--- src/rtl/burst_rw_sched.sv ---
// CAS-to-data burst scheduler: queues READ/WRITE CAS commands with per-entry latency
// countdowns and emits in-order data-phase strobes. RW_TURNAROUND_EN adds a read/write gap cycle.
//
// state   | meaning
// D_IDLE  | bus free, waiting for the head entry to come due
// D_BURST | data phase running, bcnt holds the cycles left including this one
// D_GAP   | one-cycle read/write turnaround bubble (RW_TURNAROUND_EN only)
module burst_rw_sched #(
    parameter int DEPTH   = 8,
    parameter int LAT_W   = 6,
    parameter int BL8_CYC = 4,
    parameter int BC4_CYC = 2
) (
    input  logic                         clock_t,
    input  logic                         reset,
    input  logic                         cas_rdy,
    input  logic [1:0]                   cas_rw,
    input  logic                         cas_bc4,
    input  logic [LAT_W-1:0]             rd_delay,
    input  logic [LAT_W-1:0]             wr_delay,
    input  logic                         err_clr,
    output logic                         rw_rdy,
    output logic [1:0]                   rw_act,
    output logic                         data_valid,
    output logic                         rw_done,
    output logic                         data_idle,
    output logic [$clog2(DEPTH+1)-1:0]   pending,
    output logic                         full,
    output logic                         overflow,
    output logic                         late,
    output logic                         cmd_err
);

    localparam int PW    = $clog2(DEPTH + 1);
    localparam int PTR_W = $clog2(DEPTH);
    localparam int BMAX  = (BL8_CYC > BC4_CYC) ? BL8_CYC : BC4_CYC;
    localparam int BW    = $clog2(BMAX + 1);
    localparam logic [1:0] CMD_RD = 2'b01;
    localparam logic [1:0] CMD_WR = 2'b10;

    typedef enum logic [1:0] {
        D_IDLE  = 2'd0,
        D_BURST = 2'd1
`ifdef RW_TURNAROUND_EN
        , D_GAP = 2'd2
`endif
    } dstate_t;

    dstate_t          state;
    logic [BW-1:0]    bcnt;
    logic [1:0]       q_typ [DEPTH];
    logic             q_bc4 [DEPTH];
    logic [LAT_W-1:0] q_cnt [DEPTH];
    logic [PTR_W-1:0] rd_ptr, wr_ptr;

    logic             head_valid, head_due, cmd_ok, queue_full;
    logic             start, go_gap, accept, drop;
    logic [LAT_W-1:0] head_cnt, lat_sel, lat_eff;
    logic [BW-1:0]    len_head;
    logic [PW-1:0]    pend_nxt;

    function automatic logic [PTR_W-1:0] ptr_inc(input logic [PTR_W-1:0] p);
        return (p == PTR_W'(DEPTH - 1)) ? '0 : p + 1'b1;
    endfunction

    // An entry written with latency D reaches 2 in the cycle before its due edge.
    assign head_valid = (pending != '0);
    assign head_cnt   = q_cnt[rd_ptr];
    assign head_due   = head_valid && (head_cnt <= LAT_W'(2));
    assign len_head   = q_bc4[rd_ptr] ? BW'(BC4_CYC) : BW'(BL8_CYC);
    assign cmd_ok     = (cas_rw == CMD_RD) || (cas_rw == CMD_WR);
    assign queue_full = (pending == PW'(DEPTH));
    assign lat_sel    = (cas_rw == CMD_RD) ? rd_delay : wr_delay;
    assign lat_eff    = (lat_sel < LAT_W'(2)) ? LAT_W'(2) : lat_sel;

    always_comb begin
        start  = 1'b0;
        go_gap = 1'b0;
        case (state)
            D_IDLE: start = head_due;
            D_BURST: begin
                if (bcnt == BW'(1) && head_due) begin
`ifdef RW_TURNAROUND_EN
                    if (q_typ[rd_ptr] != rw_act) go_gap = 1'b1;
                    else                         start  = 1'b1;
`else
                    start = 1'b1;
`endif
                end
            end
`ifdef RW_TURNAROUND_EN
            D_GAP: start = head_valid;
`endif
            default: ;
        endcase
    end

    // A full queue still takes a CAS when the head leaves on the same edge.
    assign accept = cas_rdy && cmd_ok && (!queue_full || start);
    assign drop   = cas_rdy && cmd_ok && queue_full && !start;

    always_comb begin
        pend_nxt = pending;
        if (accept && !start)      pend_nxt = pending + 1'b1;
        else if (!accept && start) pend_nxt = pending - 1'b1;
    end

    always_ff @(posedge clock_t or posedge reset) begin
        if (reset) begin
            rd_ptr  <= '0;
            wr_ptr  <= '0;
            pending <= '0;
            full    <= 1'b0;
            for (int i = 0; i < DEPTH; i++) begin
                q_typ[i] <= 2'b00;
                q_bc4[i] <= 1'b0;
                q_cnt[i] <= '0;
            end
        end else begin
            for (int i = 0; i < DEPTH; i++)
                q_cnt[i] <= (q_cnt[i] == '0) ? '0 : q_cnt[i] - 1'b1;
            if (accept) begin
                q_typ[wr_ptr] <= cas_rw;
                q_bc4[wr_ptr] <= cas_bc4;
                q_cnt[wr_ptr] <= lat_eff;
                wr_ptr        <= ptr_inc(wr_ptr);
            end
            if (start) rd_ptr <= ptr_inc(rd_ptr);
            pending <= pend_nxt;
            full    <= (pend_nxt == PW'(DEPTH));
        end
    end

    always_ff @(posedge clock_t or posedge reset) begin
        if (reset) begin
            state      <= D_IDLE;
            bcnt       <= '0;
            rw_rdy     <= 1'b0;
            rw_act     <= 2'b00;
            data_valid <= 1'b0;
            rw_done    <= 1'b0;
            data_idle  <= 1'b1;
        end else begin
            rw_rdy  <= 1'b0;
            rw_done <= 1'b0;
            if (start) begin
                state      <= D_BURST;
                bcnt       <= len_head;
                rw_rdy     <= 1'b1;
                rw_act     <= q_typ[rd_ptr];
                data_valid <= 1'b1;
                rw_done    <= (len_head == BW'(1));
                data_idle  <= 1'b0;
            end else if (state == D_BURST && bcnt != BW'(1)) begin
                bcnt      <= bcnt - 1'b1;
                rw_done   <= (bcnt == BW'(2));
                data_idle <= 1'b0;
            end else begin
`ifdef RW_TURNAROUND_EN
                state <= go_gap ? D_GAP : D_IDLE;
`else
                state <= D_IDLE;
`endif
                rw_act     <= 2'b00;
                data_valid <= 1'b0;
                data_idle  <= !go_gap && (pend_nxt == '0);
            end
        end
    end

    // Sticky flags: a fresh error in the err_clr cycle keeps its flag set.
    always_ff @(posedge clock_t or posedge reset) begin
        if (reset) begin
            overflow <= 1'b0;
            late     <= 1'b0;
            cmd_err  <= 1'b0;
        end else begin
            overflow <= drop | (overflow & ~err_clr);
            late     <= (start && head_cnt < LAT_W'(2)) | (late & ~err_clr);
            cmd_err  <= (cas_rdy && !cmd_ok) | (cmd_err & ~err_clr);
        end
    end

endmodule

--- config.mk ---
export PLATFORM = sky130hd
export DESIGN_NAME = burst_rw_sched
export DESIGN_NICKNAME = d
export VERILOG_FILES = /design/src/rtl/burst_rw_sched.sv
export SDC_FILE = /design/constraint.sdc
export NUM_CORES = 1
export LEC_CHECK = 0
export CORE_MARGIN = 3
export CORE_UTILIZATION = 40
export CTS_BUF_LIST = sky130_fd_sc_hd__clkbuf_8
export DETAILED_ROUTE_END_ITERATION = 12
export PLACE_DENSITY = 0.55
export SETUP_SLACK_MARGIN = 0.02
export SYNTH_ARGS = -nofsm -noshare
export SYNTH_HDL_FRONTEND = slang
export SYNTH_SLANG_ARGS = --single-unit
--- constraint.sdc ---
create_clock -name clock_t -period 6.4 [get_ports clock_t]
set_input_delay 1.28 -clock clock_t [delete_from_list [all_inputs] [get_ports clock_t]]
set_output_delay 1.28 -clock clock_t [all_outputs]
set_load 0.01 [all_outputs]
# After elaboration in Yosys (flattened, before gate mapping)

Index checks and enable logic that the tools add are counted.

Bits in registers: 97
Input bits: 19
Logic and storage cells: 156

Add/subtract/negate cells: 13
Magnitude comparators: 6
Eq/ne operators: 12
Mux-type cells: 48
Bitwise gates (word level): 9
Reduce and logical (&&, ||, !) cells: 30

Operators with widths:

| cell                | number |
|---|---|
| $mux 6              | 13 |
| $bwmux 48           | 1 |
| $logic_not 6->1     | 8 |
| $mux 48             | 1 |
| $sub 6x1->6 const B | 8 |
| $bmux 6 s3          | 1 |
| $demux 6 s3         | 1 |
| $bwmux 16           | 1 |
| $mux 3              | 5 |
| $logic_and 1x1->1   | 12 |
| $lt 6x2->1 const B  | 2 |
| $mux 2              | 6 |
| $mux 1              | 11 |
| $bwmux 8            | 1 |
| $eq 4x4->1 const B  | 2 |
| $ge 4x4->1 const B  | 2 |
| $mux 4              | 2 |
| $not 3->4           | 2 |
| $add 3x1->3 const B | 2 |
| $bmux 2 s3          | 1 |
| $demux 2 s3         | 1 |
| $eq 3x1->1 const B  | 2 |
| $eq 3x3->1 const B  | 2 |
| $le 6x2->1 const B  | 1 |
| 21 further kinds    | 30 |

# Logic depth before layout (Yosys ltp)

Gate-level depths: netlist (run 1).

Word-level depth: 18
Gate-level depth with buffers: 10
Mapped depth without buffers: 9

# Least setup slack after synthesis (run 1)

No wires, ideal clock.

Path kind: input-to-reg
Start: in cas_rw[1]
End: reg q_cnt[18] (netlist bit)
Data arrival time: 3082 ps
Required time: 6275 ps
Path slack: 3193 ps
Stages on the path: 8
Path buffers: 1
Cells stage by stage: inv_1 -> ha_1 -> clkbuf_1 -> mux2i_1 -> nand4_1 -> o211ai_1 -> o21ai_1 -> mux2_4

Word-level cells in the longest chain between the ends: 6
Elaborated cells between the ends (all ways): 10
Classes of those cells: 1 x order compare; 2 x eq/ne; 4 x mux; 3 x reduce/logical

RTL lines:

| what                          | RTL line | RTL |
|---|---|---|
| start, declared               | 17       | `input logic [1:0] cas_rw,` |
| $eq 2x1->1                    | 71, 73   |  |
| $mux 6                        | 73       | `assign lat_sel = (cas_rw == CMD_RD) ? rd_delay : wr_delay;` |
| $lt 6x2->1                    | 74       | `assign lat_eff = (lat_sel < LAT_W'(2)) ? LAT_W'(2) : lat_sel;` |
| $mux 6                        | 74       |  |
| $bwmux 48                     | 125      | `q_cnt[wr_ptr] <= lat_eff;` |
| $mux 48 *                     | 122      | `if (accept) begin` |
| end signal, assigned by index | 121      | `q_cnt[i] <= (q_cnt[i] == '0) ? '0 : q_cnt[i] - 1'b1;` |
| end signal, assigned by index | 125      |  |
| end, declared                 | 53       | `logic [LAT_W-1:0] q_cnt [DEPTH];` |

Mark *: on every way between the ends. The rest lies on a longest branch, timed or not.
A chain may end at the register's enable or synchronous reset.

# Worst setup path in the final report (run 1)

Start: in cas_rw[0]
End: reg q_cnt[18] (netlist bit)

The elaborated chain is that of the path after synthesis.

==> results of run 1 <==
[state kept, by name, indices dropped and copies added, names as in the netlist, 2 cells and up]
register	flops
q_cnt	48
q_bc4	8
rw_act	2
bcnt	3
wr_ptr	3
q_typ	16
rd_ptr	3
pending	4
[logic make-up (layout without fill, tap and decap cells)]
kind of cell / count (synthesis) / in the layout / share of synthesized area (%)
AND/OR/NAND/NOR: 163 / 163 / 15.5
AO/OA/AOI/OAI: 78 / 78 / 10.4
multiplexers: 76 / 76 / 18.2
adder cells (fa/ha/maj): 19 / 19 / 4.46
buffers and inverters: 51 / 82 / 4.06
flip-flops: 95 / 95 / 44.6
XOR/XNOR: 17 / 17 / 2.79
[worst max path at each step]
stage | endpoint | startpoint | cells past startpoint | slack [ps]
after floorplan | bcnt[0] | reset | 1 | 2640
after global placement | q_cnt[18] | cas_rw[0] | 7 | 1900
after detailed placement | q_cnt[30] | cas_rw[0] | 7 | 1740
after CTS | q_cnt[18] | cas_rw[0] | 7 | 2190
after global routing | q_cnt[30] | cas_rw[0] | 7 | 1920
final | q_cnt[18] | cas_rw[0] | 7 | 2250
[power breakdown]
part	total (W)	internal, W	switching (W)	leakage [nW]
registers	0.00119	0.000899	0.000286	1.16
logic	0.00137	0.000716	0.000651	1.35
clock network	0.000445	0.000221	0.000225	0.105
total	0.00300	0.00184	0.00116	2.62
[Yosys cell counts, types with 2 or more instances]
cell / number
nor3b_1: 7
nand3_1: 6
a211oi_2: 4
o22ai_1: 2
xor2_1: 7
nor4_1: 3
or3_1: 6
nand2b_1: 14
nor3_1: 20
nor2_1: 36
mux2_4: 10
inv_1: 31
clkbuf_1: 8
and3_1: 4
a211oi_1: 6
mux2i_1: 29
mux4_2: 10
o31ai_1: 14
buf_2: 8
a21oi_1: 21
dfrtp_1: 94
nand4_1: 3
buf_4: 2
o21a_1: 2
a32oi_1: 2
nor2b_1: 11
o21ai_0: 16
nor4b_1: 2
nand2_1: 41
ha_1: 19
xnor2_1: 10
nand3b_1: 5
mux2_2: 26
[layer usage]
layer  vias up  track usage [%]
met4         0             6.72
met5         -                0
li1       1829                -
met1      1835             24.2
met2        36             26.5
met3         9             2.42
[cell type report]
type | count | share of cell area [%]
Clock buffer | 9 | 2.06
Clock inverter | 7 | 1.62
Inverter | 32 | 2.02
Multi-Input combinational cell | 353 | 45.6
Sequential cell | 95 | 39.6
Tap cell | 172 | 3.58
Timing Repair Buffer | 34 | 5.58
[tightest hold or removal path: cells and delay by family (launching register included)]
kind	cells	cell delay, ps
AO/OA/AOI/OAI	1	60
AND/OR/NAND/NOR	1	50
flip-flops	1	350
[stage by stage]
| stage | instance area (µm²) | total power [W] |
|---|---|---|
| after global routing | 6010 | 0.00326 |
| after CTS | 6010 | 0.00303 |
| after detailed placement | 5790 | 0.00258 |
| after global placement | 5790 | 0.00254 |
| final | 6010 | 0.00300 |
| after floorplan | 5340 | 0.00222 |
==> flow_summary_export.csv, run 1 <==
group,metric,value,unit
route,avgViaCountPerCell,5.28,
floorplan,die_w,121,µm
worst_setup_path,critical_path_class,"in2reg",
sta,grt_setup_unrepaired,"false",
min_path,hold_depth,2,
layout,layout_commonest_cell,"dfrtp_1",
worst_setup_path,critPathCaptureType,"flip-flop",
sta,finalSetupTns,0,ps
clock_network,post_cts_buffers,0,
place,io_buffers,32,
worst_setup_path,crit_required,6660,ps
layout,regArea,2380,µm²
worst_setup_path,r2r_end,"q_bc4[4]",
worst_setup_path,cp.arrival,4410,ps
route,dr_wl_met3,269,µm
clock_network,cts_resized,0,
clock_network,clock_latency,380,ps
place,post-place-ws,1740,ps
sta,relSlewSlack,21.7,%
yosys,synth_edf_count,0,
clock_network,clkSinkCount,95,
worst_setup_path,rr_startpoint,"rd_ptr[0]",
route,vias,3709,
min_path,hold_class,"reg2reg",
floorplan,start_util,41.6,%
route,ant_nets,0,
yosys,syn_area,5340,µm²
yosys,yosysSeqAreaShare,44.6,%
route,wl_met1,5920,µm
yosys,synth_seq_cells,95,
layout,antenna_cells,0,
floorplan,die_y,121,µm
sta,min_period,4150,ps
layout,multiInputGateArea,2740,µm²
place,place.gp.congestion,0.789,
grt,grt-ovfl-total,0,
grt,grt_pass1_wl,19400,µm
sta,min_period_over_period,64.8,%
sta,fin_ws,2250,ps
yosys,synth_area_leader_cell,"dfrtp_1",
route,wl,11800,µm
min_path,min_to,"q_typ[15]",
route,drc,0,
layout,final_cell_mix,"dfrtp_1 (94), nand2_1 (41), nor2_1 (36)",
flow_run,cap_violations,0,
clock_network,cts.clk_slew.worst_paths,100,ps
yosys,synth_warnings,0,
yosys,synth_top_area_share,44.1,%
place,hpwl,8400,µm
floorplan,pin_count,33,
yosys,synth.top_cells.by_area,"dfrtp_1 (44%), mux2_2 (5.5%), mux2i_1 (5.4%), ha_1 (4.5%), mux4_2 (4.2%)",
layout,drive_gt1_share,14.2,%
yosys,postSynthNetCount,537,
yosys,ys.flop_type,"dfrtp_1",
power,p_per_area,499,nW/µm²
route,top_layer_used,"met4",
sta,tightest_slew,1170,ps
grt,grt_pass1_vias,3653,
clock_network,cts_tree,"yes",
power,ir_worst_vdd,0.000147,V
layout,final_cells,702,
grt,antenna_found_initial,0,
worst_setup_path,critical_path.max_fanout,9,
floorplan,core_area,12800,µm²
clock_network,cts_hold_buffers,0,
route,drt_pass1_iterations,4,
sta,fin_skew,12.8,ps
run_status,outcome,"completed",
clock_network,numCtsBuffers,9,
worst_setup_path,r2r.worst_path.cells,7,
route,drtIter0Drc,195,
clock_network,clock-root-buffer,"clkbuf_8",
worst_setup_path,cp-start-kind,"input port",
sta,setup_viol,0,
worst_setup_path,path_buf_inv,1,
worst_setup_path,reg2reg_setup_slack,2880,ps
yosys,avgSynthCellArea,10.7,µm²
route,wire_per_inst,16.9,µm
grt,grt_usage,17.1,%
layout,fillCellCount,1213,
sta,finalHoldViolations,0,
worst_setup_path,crit_slowest_cell,"mux2i_1",
sta,holdWs,493,ps
sta,fmax,241,MHz
layout,fin_nets,563,
layout,syn_to_final_growth,12.7,%
grt,grt_max_degree,51,
clock_network,htreeDepth,3,
yosys,ys_types,53,
min_path,min_from,"q_typ[15]",
worst_setup_path,path_delay_family,"multiplexers",
floorplan,std_cell_rows,41,
power,p_leak,2.62,nW
route,met2RoutedLength,5470,µm
yosys,async_flop_share,100,%
place,dp_cells,686,
yosys,syn_inst,499,
clock_network,cts_buffer_depth,2,
layout,final_util,46.9,%
worst_setup_path,max_stage_delay,930,ps
sta,drv_slew,0,
worst_setup_path,crit_chain,"clkdlybuf4s50_1 -> ha_1 -> mux2i_1 -> nand4_1 -> o211ai_1 -> o21ai_1 -> mux2_4",
floorplan,die-area,14800,µm²
No activity file was read; power rests on OpenSTA's default activity.
==> inputs of run 2 (changes only) <==
PLACE_DENSITY = 0.58   (was 0.55)
clock period = 3.66 ns   (was 6.4 ns; I/O delays follow)
==> flow_summary_export.csv, run 2 (synthesized netlist as in run 1, its figures left out) <==
group,metric,value,unit
layout,fin_nets,580,
route,avgViaCountPerCell,5.34,
place,post-place-ws,361,ps
worst_setup_path,critical_path_class,"reg2reg",
clock_network,cts_hold_buffers,0,
place,place.gp.congestion,0.812,
clock_network,clock_latency,380,ps
floorplan,core_area,12800,µm²
place,io_buffers,32,
route,drc,0,
layout,antenna_cells,0,
floorplan,start_util,41.6,%
layout,final_util,47.7,%
grt,grt_pass1_vias,3775,
floorplan,die_w,121,µm
route,wire_per_inst,16.5,µm
clock_network,cts_resized,0,
route,vias,3842,
grt,grt_usage,17.4,%
clock_network,htreeDepth,3,
clock_network,cts_buffer_depth,2,
clock_network,cts_tree,"yes",
layout,top_register,"q_cnt",
floorplan,die-area,14800,µm²
grt,antenna_found_initial,0,
sta,min_period_over_period,83.2,%
floorplan,std_cell_rows,41,
min_path,min_from,"q_typ[8]",
run_status,outcome,"completed",
worst_setup_path,rr_startpoint,"rd_ptr[0]",
power,p_leak,2.69,nW
layout,final_cell_mix,"dfrtp_1 (94), nand2_1 (41), nor2_1 (36)",
clock_network,numCtsBuffers,9,
sta,finalHoldViolations,0,
worst_setup_path,crit_required,3950,ps
worst_setup_path,critPathCaptureType,"flip-flop",
sta,finalSetupTns,0,ps
route,drt_pass1_iterations,4,
route,ant_nets,0,
clock_network,clock-root-buffer,"clkbuf_8",
route,wl,11900,µm
sta,fin_skew,11.6,ps
place,hpwl,8610,µm
worst_setup_path,cp-start-kind,"flip-flop",
flow_run,cap_violations,0,
grt,grt-ovfl-total,0,
clock_network,clkSinkCount,95,
worst_setup_path,critical_path.max_fanout,16,
grt,grt_max_degree,52,
clock_network,cts.clk_slew.worst_paths,100,ps
worst_setup_path,startpoint,"rd_ptr[0]",
layout,top_regs,"q_cnt: 48 flops, q_typ: 16 flops, q_bc4: 8 flops",
sta,relSlewSlack,40.1,%
min_path,hold_class,"reg2reg",
clock_network,post_cts_buffers,0,
sta,drv_slew,0,
sta,fin_ws,614,ps
grt,grt_pass1_wl,20000,µm
worst_setup_path,cp.arrival,3330,ps
sta,min_period,3050,ps
floorplan,die_y,121,µm
layout,drive_gt1_share,16.8,%
sta,grt_setup_unrepaired,"false",
sta,fmax,328,MHz
sta,setup_viol,0,
sta,tightest_slew,897,ps
floorplan,pin_count,33,
power,p_per_area,846,nW/µm²
layout,syn_to_final_growth,14.6,%
layout,layout_commonest_cell,"dfrtp_1",
power,ir_worst_vdd,0.000348,V
route,drtIter0Drc,269,
layout,largest_reg_flops,48,
run 2: path summary, 6_finish.rpt:
| path | end | slack (ps) | cells after the start |
|---|---|---|---|
| hold reg to reg | q_typ[8] | 490 | 1 |
| max in group asynchronous | q_cnt[41] | 2060 | 3 |
| min in group asynchronous | rw_rdy | 840 | 2 |
| setup / recovery | data_idle | 610 | 9 |
| setup reg to reg | data_idle | 610 | 9 |
| hold / removal | q_typ[8] | 490 | 1 |
run 2: power breakdown:
part / switching (W) / leakage (nW) / internal [W] / total (W)
combinational: 0.00112 / 1.44 / 0.00129 / 0.00240
sequential: 0.000527 / 1.16 / 0.00157 / 0.00210
clock: 0.000398 / 0.0930 / 0.000270 / 0.000668
run 2: through the flow:
| step | instance area [µm²] | total power (W) | hold slack [ps] | cells |
|---|---|---|---|---|
| global route | 6110 | 0.00563 | 524 | 719 |
| CTS | 6110 | 0.00521 | 500 | 719 |
| global placement | 5930 | 0.00446 | 466 | 703 |
| floorplan | 5340 | 0.00388 | 445 | 499 |
| detailed placement | 5930 | 0.00453 | 476 | 703 |
| finish | 6110 | 0.00517 | 493 | 719 |
run 2: critical path, stage by stage (launching register included):
cell	delay, ps
dfrtp_1	740
mux4_2	570
mux2_2	300
nand2_1	110
o211ai_4	160
buf_4	250
clkinv_1	180
mux2i_1	230
a31oi_1	110
nor4_1	300
run 2: routing by layer:
metal / vias up / part of all wire, % / global-route usage, %
li1: 1866 / - / -
met1: 1900 / 48 / 24.8
met2: 59 / 47 / 26.3
met3: 17 / 4.0 / 2.66
met4: 0 / 1.8 / 7.35
met5: - / 0 / 0
run 2: final cells by class:
class	instances	area [µm²]
Clock buffer	10	138
Clock inverter	6	43.8
Fill cell	1212	6710
Inverter	32	121
Multi-Input combinational cell	353	2740
Sequential cell	95	2380
Tap cell	172	215
Timing Repair Buffer	51	475
